$ cat src/rtl/alu_arbiter.sv
// ---------------------------------------------------------------------------
// alu_arbiter
//   Shares one combinational ALU among NUM_REQ requesters. Each requester
//   presents a valid/ready request. One winner per cycle is muxed into the
//   ALU. Its result is captured, tagged with the requester id, in a single
//   registered response slot that the consumer drains with i_rsp_ready.
//
//   Build option:
//     ALU_ARB_FIXED_PRIO_EN  defined   -> fixed priority, lowest index wins,
//                                         and no round-robin pointer exists.
//                            undefined -> round-robin starting at ptr.
//
// Ports
//   i_clk, i_rst       clock, synchronous active-high reset
//   i_req_valid[k]     request valid from requester k
//   o_req_ready[k]     accept strobe to requester k (one-hot or zero)
//   i_req_opsel        3 bits per requester, slice [3*k+:3]
//   i_req_sub          add/sub select per requester
//   i_req_unsigned     unsigned-compare select per requester
//   i_req_arith        arithmetic-shift select per requester
//   i_req_op1/op2      32-bit operands per requester, slice [32*k+:32]
//   o_rsp_valid        response slot occupied
//   i_rsp_ready        consumer drains the slot this cycle
//   o_rsp_id           requester that owns the response
//   o_rsp_result       registered ALU result
//   o_rsp_eq/o_rsp_slt registered ALU compare flags
// ---------------------------------------------------------------------------

// ---------------------------------------------------------------------------
// alu_arbiter_alu
//   Combinational ALU shared by all requesters.
//   opsel: 000 add/sub, 001 sll, 010/011 slt, 100 xor, 101 srl/sra,
//          110 or, 111 and. Shift amount is op2[4:0]. o_eq and o_slt are
//          produced for every opsel.
// ---------------------------------------------------------------------------
module alu_arbiter_alu (
    input  logic [2:0]  i_opsel,
    input  logic        i_sub,
    input  logic        i_unsigned,
    input  logic        i_arith,
    input  logic [31:0] i_op1,
    input  logic [31:0] i_op2,
    output logic [31:0] o_result,
    output logic        o_eq,
    output logic        o_slt
);
    logic [31:0]        addsub;
    logic [4:0]         shamt;
    logic               lt;
    // Kept as its own signed net: inside a ternary with an unsigned arm the
    // >>> would silently degrade to a logical shift.
    logic signed [31:0] sra_res;

    assign shamt   = i_op2[4:0];
    assign addsub  = i_sub ? (i_op1 - i_op2) : (i_op1 + i_op2);
    assign lt      = i_unsigned ? (i_op1 < i_op2)
                                : ($signed(i_op1) < $signed(i_op2));
    assign sra_res = $signed(i_op1) >>> shamt;

    assign o_eq  = (i_op1 == i_op2);
    assign o_slt = lt;

    always_comb begin
        o_result = '0;
        case (i_opsel)
            3'b000:  o_result = addsub;
            3'b001:  o_result = i_op1 << shamt;
            3'b010,
            3'b011:  o_result = {31'b0, lt};
            3'b100:  o_result = i_op1 ^ i_op2;
            3'b101:  o_result = i_arith ? sra_res : (i_op1 >> shamt);
            3'b110:  o_result = i_op1 | i_op2;
            default: o_result = i_op1 & i_op2;
        endcase
    end
endmodule

module alu_arbiter #(
    parameter int NUM_REQ = 2,
    parameter int ID_W    = $clog2(NUM_REQ)
) (
    input  logic                    i_clk,
    input  logic                    i_rst,
    input  logic [NUM_REQ-1:0]      i_req_valid,
    output logic [NUM_REQ-1:0]      o_req_ready,
    input  logic [3*NUM_REQ-1:0]    i_req_opsel,
    input  logic [NUM_REQ-1:0]      i_req_sub,
    input  logic [NUM_REQ-1:0]      i_req_unsigned,
    input  logic [NUM_REQ-1:0]      i_req_arith,
    input  logic [32*NUM_REQ-1:0]   i_req_op1,
    input  logic [32*NUM_REQ-1:0]   i_req_op2,
    output logic                    o_rsp_valid,
    input  logic                    i_rsp_ready,
    output logic [ID_W-1:0]         o_rsp_id,
    output logic [31:0]             o_rsp_result,
    output logic                    o_rsp_eq,
    output logic                    o_rsp_slt
);
    // -----------------------------------------------------------------------
    // Response slot state
    // -----------------------------------------------------------------------
    logic            rsp_valid_q,  rsp_valid_d;
    logic [ID_W-1:0] rsp_id_q,     rsp_id_d;
    logic [31:0]     rsp_result_q, rsp_result_d;
    logic            rsp_eq_q,     rsp_eq_d;
    logic            rsp_slt_q,    rsp_slt_d;

    // -----------------------------------------------------------------------
    // Arbitration
    // -----------------------------------------------------------------------
    logic            slot_free;
    logic            gnt_found;
    logic [ID_W-1:0] gnt_id;
    logic [ID_W-1:0] scan_idx;
    logic            accept;

    // A slot draining this cycle can be refilled on the same edge, which is
    // what gives one op per cycle under continuous i_rsp_ready.
    assign slot_free = !rsp_valid_q || i_rsp_ready;

`ifdef ALU_ARB_FIXED_PRIO_EN
    always_comb begin
        gnt_found = 1'b0;
        gnt_id    = '0;
        scan_idx  = '0;
        for (int i = 0; i < NUM_REQ; i++) begin
            scan_idx = ID_W'(i);
            if (!gnt_found && i_req_valid[scan_idx]) begin
                gnt_found = 1'b1;
                gnt_id    = scan_idx;
            end
        end
    end
`else
    logic [ID_W-1:0] ptr_q, ptr_d;
    logic [ID_W:0]   scan_sum;   // one spare bit so ptr+i cannot wrap early

    // Scan ptr, ptr+1, ... modulo NUM_REQ; the first valid requester wins.
    always_comb begin
        gnt_found = 1'b0;
        gnt_id    = '0;
        scan_idx  = '0;
        scan_sum  = '0;
        for (int i = 0; i < NUM_REQ; i++) begin
            scan_sum = {1'b0, ptr_q} + (ID_W+1)'(i);
            if (scan_sum >= (ID_W+1)'(NUM_REQ))
                scan_sum = scan_sum - (ID_W+1)'(NUM_REQ);
            scan_idx = scan_sum[ID_W-1:0];
            if (!gnt_found && i_req_valid[scan_idx]) begin
                gnt_found = 1'b1;
                gnt_id    = scan_idx;
            end
        end
    end

    // The pointer moves just past the requester that was served, so a
    // continuously valid requester waits at most NUM_REQ-1 accepts.
    always_comb begin
        ptr_d = ptr_q;
        if (accept) begin
            if (gnt_id == ID_W'(NUM_REQ - 1))
                ptr_d = '0;
            else
                ptr_d = gnt_id + ID_W'(1);
        end
    end

    always_ff @(posedge i_clk) begin
        if (i_rst)
            ptr_q <= '0;
        else
            ptr_q <= ptr_d;
    end
`endif

    // Ready is a function of valids, ptr and slot state only; the payload
    // never feeds it. Held low for the whole reset cycle.
    always_comb begin
        o_req_ready = '0;
        if (!i_rst && gnt_found && slot_free)
            o_req_ready[gnt_id] = 1'b1;
    end

    assign accept = |(o_req_ready & i_req_valid);

    // -----------------------------------------------------------------------
    // Payload mux into the single ALU
    // -----------------------------------------------------------------------
    logic [2:0]  mux_opsel;
    logic        mux_sub;
    logic        mux_unsigned;
    logic        mux_arith;
    logic [31:0] mux_op1;
    logic [31:0] mux_op2;
    logic [31:0] alu_result;
    logic        alu_eq;
    logic        alu_slt;

    assign mux_opsel    = i_req_opsel[3*gnt_id +: 3];
    assign mux_sub      = i_req_sub[gnt_id];
    assign mux_unsigned = i_req_unsigned[gnt_id];
    assign mux_arith    = i_req_arith[gnt_id];
    assign mux_op1      = i_req_op1[32*gnt_id +: 32];
    assign mux_op2      = i_req_op2[32*gnt_id +: 32];

    alu_arbiter_alu u_alu (
        .i_opsel    (mux_opsel),
        .i_sub      (mux_sub),
        .i_unsigned (mux_unsigned),
        .i_arith    (mux_arith),
        .i_op1      (mux_op1),
        .i_op2      (mux_op2),
        .o_result   (alu_result),
        .o_eq       (alu_eq),
        .o_slt      (alu_slt)
    );

    // -----------------------------------------------------------------------
    // Response slot next state
    //   accept           -> load new result, slot stays/becomes valid
    //   drain, no accept -> slot empties, data registers hold
    //   otherwise        -> hold everything
    // -----------------------------------------------------------------------
    always_comb begin
        rsp_valid_d  = rsp_valid_q;
        rsp_id_d     = rsp_id_q;
        rsp_result_d = rsp_result_q;
        rsp_eq_d     = rsp_eq_q;
        rsp_slt_d    = rsp_slt_q;
        if (accept) begin
            rsp_valid_d  = 1'b1;
            rsp_id_d     = gnt_id;
            rsp_result_d = alu_result;
            rsp_eq_d     = alu_eq;
            rsp_slt_d    = alu_slt;
        end else if (i_rsp_ready) begin
            rsp_valid_d  = 1'b0;
        end
    end

    always_ff @(posedge i_clk) begin
        if (i_rst) begin
            rsp_valid_q  <= 1'b0;
            rsp_id_q     <= '0;
            rsp_result_q <= '0;
            rsp_eq_q     <= 1'b0;
            rsp_slt_q    <= 1'b0;
        end else begin
            rsp_valid_q  <= rsp_valid_d;
            rsp_id_q     <= rsp_id_d;
            rsp_result_q <= rsp_result_d;
            rsp_eq_q     <= rsp_eq_d;
            rsp_slt_q    <= rsp_slt_d;
        end
    end

    assign o_rsp_valid  = rsp_valid_q;
    assign o_rsp_id     = rsp_id_q;
    assign o_rsp_result = rsp_result_q;
    assign o_rsp_eq     = rsp_eq_q;
    assign o_rsp_slt    = rsp_slt_q;

endmodule

$ cat config.mk
export PLATFORM = sky130hd
export DESIGN_NAME = alu_arbiter
export DESIGN_NICKNAME = d
export VERILOG_FILES = /design/src/rtl/alu_arbiter.sv
export SDC_FILE = /design/constraint.sdc
export NUM_CORES = 1
export LEC_CHECK = 0
export CAP_MARGIN = 30
export CORE_ASPECT_RATIO = 1.2
export CORE_MARGIN = 5
export CORE_UTILIZATION = 39
export DETAILED_ROUTE_END_ITERATION = 7
export HOLD_SLACK_MARGIN = 0.06
export PLACE_DENSITY = 0.72
export SLEW_MARGIN = 0
export SYNTH_ARGS = -nofsm -noshare
export SYNTH_HDL_FRONTEND = slang
export SYNTH_SLANG_ARGS = --single-unit
$ cat constraint.sdc
create_clock -name i_clk -period 10.02 [get_ports i_clk]
set_clock_uncertainty 0.1 [all_clocks]
set_input_delay 2.505 -clock i_clk [delete_from_list [all_inputs] [get_ports i_clk]]
set_output_delay 2.505 -clock i_clk [all_outputs]
set_load 0.005 [all_outputs]
==> impl_metrics.json, run 1 <==
{
  "setup_tns_ns": 0,
  "coreArea_um2": 31400,
  "yosysWarningCount": 0,
  "clock_sinks": 37,
  "synth-seq-cells": 37,
  "worst-setup-path-type": "in2reg",
  "pre_cts_ws_ns": 1.94,
  "area_growth_pct": 17.2,
  "gr-usage-met2": 0.628,
  "drive_gt1_frac": 0.0644,
  "drc": 0,
  "synth_top_area_cell": "nand2_1",
  "setup_viol": 0,
  "post_cts_buffers": 0,
  "relSlewSlack": 0.352,
  "seq_area_um2": 741,
  "die_area_um2": 35500,
  "synthArstFlopShare": 0,
  "fp-row-count": 71,
  "clock_path_buffers": 2,
  "dr.pass1.iters": 6,
  "synth_area_um2": 12400,
  "detail_route.iter0.violations": 2140,
  "critPathLaunchType": "primary input",
  "final_common_cell": "nand2_1",
  "slew_violations": 0,
  "clkPwrFrac": 0.121,
  "ctsHoldBuffers": 0,
  "die_width_um": 173,
  "grt_max_degree": 64,
  "period_needed_ns": 7.91,
  "grt_pass1_vias": 15300,
  "synth_fp_nets": 2204,
  "p_int_mw": 0.724,
  "p_seq_frac": 0.113,
  "swShare": 0.558,
  "crit_required_ns": 10.10,
  "status": "finished clean",
  "design_area_um2": 14600,
  "cts-resized-gates": 0,
  "synth_cell_types": 82,
  "synth_top_area_share": 0.103,
  "dpl.hpwl_um": 56300,
  "cts_buffers": 5,
  "cts_tree": "built",
  "gp_routability_congestion": 1.05,
  "vias": 16300,
  "multiInputGateArea_um2": 10600,
  "fill_cells": 3352,
  "start_util": 0.395,
  "die_h_um": 206,
  "post-route-period-util": 0.790,
  "p_switching_mw": 0.912,
  "hold_viol_final": 0,
  "use_met3": 0.0678,
  "power_density_nw_per_um2": 112,
  "syn_inst": 1964,
  "final_cell_mix": "nand2_1, a21oi_1, clkdlybuf4s50_1",
  "grt_overflow": 0,
  "synth_edf_count": 0,
  "p_total_mw": 1.64,
  "final_util": 0.463,
  "maxCapViolations": 0,
  "hold_path_class": "reg2reg",
  "peakVddDrop_mv": 0.0692,
  "ios": 183,
  "crit_arrival_ns": 8.00,
  "fmax_mhz": 126,
  "use_met1": 0.452,
  "avgSynthCellArea_um2": 6.33,
  "htree_levels": 2,
  "fin_nets": 2274,
  "ctsRootBufferMaster": "clkbuf_16",
  "drt-total-wl_um": 71500,
  "antenna_found_initial": 1,
  "rsz0062_at_grt": "false",
  "share_comb_of_total_power": 0.766,
  "placed_cell_area_um2": 14400,
  "avgRoutedWirePerCell_um": 29.3,
  "clk_pin_slew_ns": 0.06,
  "busiest_layer": "met2",
  "track_usage": 0.380,
  "io_buffers": 182,
  "crit_fanout": 60,
  "clock_latency_ns": 0.29,
  "worstSetupEndpointType": "flip-flop",
  "drtAntennaViolNets": 0,
  "grt_pass1_wl_um": 103000,
  "ys.flop_type": "dfxtp_1",
  "synthTopCellsByArea": "nand2_1, ha_1, mux2i_1",
  "ys_seq_area_frac": 0.0596,
  "tightest_slew_ns": 0.962,
  "setup_slack_ns": 2.11,
  "via_per_inst": 6.67,
  "power.leakage_nw": 6.11
}
state kept, by name, indices dropped and copies added, names as in the netlist:
| register | flops |
|---|---|
| o_rsp_id | 1 |
| o_rsp_valid | 1 |
| o_rsp_eq | 1 |
| ptr_q | 1 |
| o_rsp_slt | 1 |
| o_rsp_result | 32 |
worst max-delay path, stage by stage:
cell and delay [ns]:
clkdlybuf4s50_1 0.57, nand2b_1 0.26, nand2_4 0.41, o21ai_0 0.59, ha_1 0.44, or4_4 0.62, or4_4 0.54, or4_1 0.42
o21ba_1 0.27, a31o_1 0.25, o21ai_1 0.44, a2111oi_1 0.18, nor3b_2 0.23, xnor2_1 0.17, o21ai_2 0.06
synthesized netlist by cell type, drive strengths merged (5+ instances only):
| cell | number |
|---|---|
| o221ai | 17 |
| nand2 | 341 |
| inv | 109 |
| nand4 | 15 |
| a211oi | 35 |
| a22oi | 9 |
| mux2i | 112 |
| a21o | 14 |
| mux2 | 42 |
| ha | 95 |
| buf | 50 |
| a221oi | 23 |
| o31ai | 16 |
| a2111oi | 9 |
| a211o | 7 |
| or4 | 7 |
| o21bai | 8 |
| dfxtp | 37 |
| nor4 | 17 |
| a31oi | 23 |
| nand2b | 27 |
| o21ai | 141 |
| a21oi | 223 |
| o2111ai | 11 |
| xnor2 | 25 |
| nand3b | 7 |
| o22ai | 13 |
| o211ai | 31 |
| o21a | 11 |
| nor2 | 151 |
| and2 | 5 |
| nor3 | 47 |
| nand3 | 34 |
| a31o | 12 |
| nor2b | 31 |
| clkbuf | 107 |
| and3 | 17 |
| or3 | 12 |
| a311oi | 8 |
| a221o | 8 |
kinds of logic after synthesis:
group	synth area share
multiplexers	0.136
buffers and inverters	0.0913
AND/OR/NAND/NOR	0.260
XOR/XNOR	0.0190
flip-flops	0.0596
adder cells (fa/ha/maj)	0.0957
AO/OA/AOI/OAI	0.339
stage by stage:
step	cells	hold WS [ns]
after global routing	2436	0.375
after floorplan	1964	0.335
after CTS	2434	0.349
final	2438	0.344
after global placement	2426	0.328
after detailed placement	2426	0.338
metal layers:
| metal | wire length (um) | share of wire |
|---|---|---|
| met5 | 0 | 0 |
| met4 | 6090 | 0.085 |
| met3 | 7040 | 0.098 |
| met2 | 31800 | 0.44 |
| met1 | 26600 | 0.37 |
final timing paths:
| kind | from | slack [ns] | depth (start not counted) | end |
|---|---|---|---|---|
| min | o_rsp_result[2]$_SDFFE_PP0P_ | 0.34 | 2 | o_rsp_result[2]$_SDFFE_PP0P_ |
| min reg2reg | o_rsp_result[2]$_SDFFE_PP0P_ | 0.34 | 2 | o_rsp_result[2]$_SDFFE_PP0P_ |
| max | i_req_valid[0] | 2.11 | 15 | o_rsp_result[29]$_SDFFE_PP0P_ |
| max reg2reg | ptr_q$_SDFFE_PP0P_ | 4.43 | 14 | o_rsp_result[29]$_SDFFE_PP0P_ |
final cells by class:
class / count / area share
multi-input cells: 1661 / 0.730
repair buffers: 220 / 0.144
flip-flops and latches: 37 / 0.0509
well taps: 401 / 0.0345
inverters: 109 / 0.0281
clock buffers: 6 / 0.00954
clock inverters: 2 / 0.00258
diodes: 2 / 0.000344
power groups by stage:
stage	Sequential (mW)	Clock [mW]	Combinational, mW
after floorplan	0.180	0	0.744
after detailed placement	0.188	0	1.20
after global placement	0.189	0	1.21
final	0.186	0.198	1.25
after global routing	0.186	0.202	1.32
after CTS	0.185	0.197	1.21
Note: power is estimated with default switching activity, not from simulation.
==> run 2, diff against run 1 <==
--- a/config.mk
+++ b/config.mk
@@ -11,7 +11,7 @@
 export CORE_UTILIZATION = 39
 export DETAILED_ROUTE_END_ITERATION = 7
 export HOLD_SLACK_MARGIN = 0.06
-export PLACE_DENSITY = 0.72
+export PLACE_DENSITY = 0.74
 export SLEW_MARGIN = 0
 export SYNTH_ARGS = -nofsm -noshare
 export SYNTH_HDL_FRONTEND = slang
==> constraint.sdc (replaced) <==
create_clock -name i_clk -period 6.6 [get_ports i_clk]
set_clock_uncertainty 0.1 [all_clocks]
set_input_delay 1.65 -clock i_clk [delete_from_list [all_inputs] [get_ports i_clk]]
set_output_delay 1.65 -clock i_clk [all_outputs]
set_load 0.005 [all_outputs]
==> run 2 against run 1 <==
  * Clock power is 30% higher
  * Routed wire length increased by 1.7%
  * Via count rose by 3.3%
  * Design area is 5.7% higher
  * Global-route usage grew 0.63 points
  * Count of clock-buffer cells in the layout increased by 1
  * Final cell count rose by 4.3%
  * Critical path type unchanged
  * Critical endpoint is now o_rsp_result[31]$_SDFFE_PP0P_
==> impl_metrics.json, run 2 (synthesis results as in run 1) <==
{
  "status": "finished clean",
  "grt_pass1_wl_um": 105000,
  "use_met3": 0.0594,
  "power_density_nw_per_um2": 168,
  "grt_overflow": 0,
  "track_usage": 0.386,
  "tightest_slew_ns": 1.08,
  "drive_gt1_frac": 0.110,
  "power.leakage_nw": 6.65,
  "drt-total-wl_um": 72700,
  "largest_reg_flops": 32,
  "die_h_um": 206,
  "setup_tns_ns": 0,
  "antenna_found_initial": 2,
  "start_util": 0.395,
  "htree_levels": 2,
  "ctsHoldBuffers": 0,
  "antenna_cells": 0,
  "clock_sinks": 37,
  "vias": 16800,
  "gr-usage-met2": 0.643,
  "die_width_um": 173,
  "io_buffers": 182,
  "post_cts_buffers": 0,
  "cts-resized-gates": 0,
  "grt_max_degree": 84,
  "fin_nets": 2383,
  "fmax_mhz": 161,
  "dr.pass1.iters": 8,
  "drtAntennaViolNets": 0,
  "hold_ws_ns": 0.343,
  "crit_required_ns": 6.70,
  "peakVddDrop_mv": 0.0876,
  "final_common_cell": "nand2_1",
  "drc": 0,
  "hold_path_class": "reg2reg",
  "cts_tree": "built",
  "post-route-period-util": 0.941,
  "worstSetupEndpointType": "flip-flop",
  "gp_routability_congestion": 1.05,
  "ctsRootBufferMaster": "clkbuf_16",
  "crit_arrival_ns": 6.31,
  "use_met1": 0.459,
  "dpl.hpwl_um": 58600,
  "clock_path_buffers": 2,
  "relSlewSlack": 0.281,
  "slew_violations": 0,
  "fp-row-count": 71,
  "worst-setup-path-type": "in2reg",
  "clock_latency_ns": 0.29,
  "via_per_inst": 6.60,
  "cts_buffers": 5,
  "ios": 183,
  "coreArea_um2": 31400,
  "busiest_layer": "met2",
  "critPathLaunchType": "primary input",
  "detail_route.iter0.violations": 2076,
  "final_cell_mix": "nand2_1, a21oi_1, clkdlybuf4s50_1",
  "clk_pin_slew_ns": 0.06,
  "die_area_um2": 35500,
  "hold_viol_final": 0,
  "rsz0062_at_grt": "false",
  "setup_viol": 0,
  "maxCapViolations": 0,
  "avgRoutedWirePerCell_um": 28.6,
  "grt_pass1_vias": 16000,
  "area_growth_pct": 23.9,
  "period_needed_ns": 6.21,
  "crit_fanout": 19
}
==> run 2: changes by cell type in the layout (fill, tap and decap cells not counted), moves of 2 or more <==
cell and delta:
buf_4 +105, buf_12 +5, clkbuf_4 -2, diode_2 -2
==> run 2: final cells by class <==
type / instances / area (um^2)
clock buffers: 7 / 143
fillers: 3348 / 16000
inverters: 109 / 409
multi-input cells: 1661 / 10600
flip-flops and latches: 37 / 741
well taps: 401 / 502
repair buffers: 329 / 2970
==> run 2: worst max-delay path, stage by stage <==
cell             delay [ns]
clkdlybuf4s50_1        0.61
and2b_2                0.33
nor2_4                 0.24
buf_4                  0.29
nand2_1                0.08
nand2_1                0.18
ha_1                   0.28
or2_2                  0.31
or4_4                  0.44
or4_1                  0.42
o21ba_1                0.23
nand4_1                0.28
nand4_1                0.14
a211oi_1               0.36
xnor2_1                0.16
nand2_1                0.07
a221oi_1               0.25
==> run 2: stage by stage <==
step / instance area (um^2) / cells / setup WS [ns] / total power [mW] / utilization
2_1_floorplan: 12400 / 1964 / 0.0115 / 1.41 / -
3_3_place_gp: 15300 / 2536 / 0.0587 / 2.26 / 0.485
3_5_place_dp: 15300 / 2537 / 0.150 / 2.27 / 0.485
4_1_cts: 15400 / 2544 / 0.440 / 2.53 / 0.490
5_1_grt: 15400 / 2544 / 0.170 / 2.70 / 0.490
6_report: 15400 / 2544 / 0.392 / 2.59 / 0.490
==> run 2: metal layers <==
| metal | vias up | share of wire |
|---|---|---|
| li1 | 7463 | - |
| met1 | 7959 | 0.38 |
| met2 | 1101 | 0.45 |
| met3 | 276 | 0.084 |
| met4 | 4 | 0.090 |
| met5 | - | 0.00030 |
==> run 2: where the power goes <==
part           internal [mW]  switching [mW]  leakage, nW
Sequential             0.253          0.0327        0.305
Combinational          0.775            1.27         6.27
Clock                  0.149           0.108       0.0700
Total                   1.18            1.41         6.65
==> run 2: final timing paths <==
check | endpoint | depth (start not counted) | startpoint | slack [ns]
worst min register to register | o_rsp_result[2]$_SDFFE_PP0P_ | 2 | o_rsp_result[2]$_SDFFE_PP0P_ | 0.34
worst min-delay path | o_rsp_result[2]$_SDFFE_PP0P_ | 2 | o_rsp_result[2]$_SDFFE_PP0P_ | 0.34
worst max register to register | o_rsp_result[31]$_SDFFE_PP0P_ | 14 | ptr_q$_SDFFE_PP0P_ | 1.86
worst max-delay path | o_rsp_result[31]$_SDFFE_PP0P_ | 17 | i_req_valid[0] | 0.39
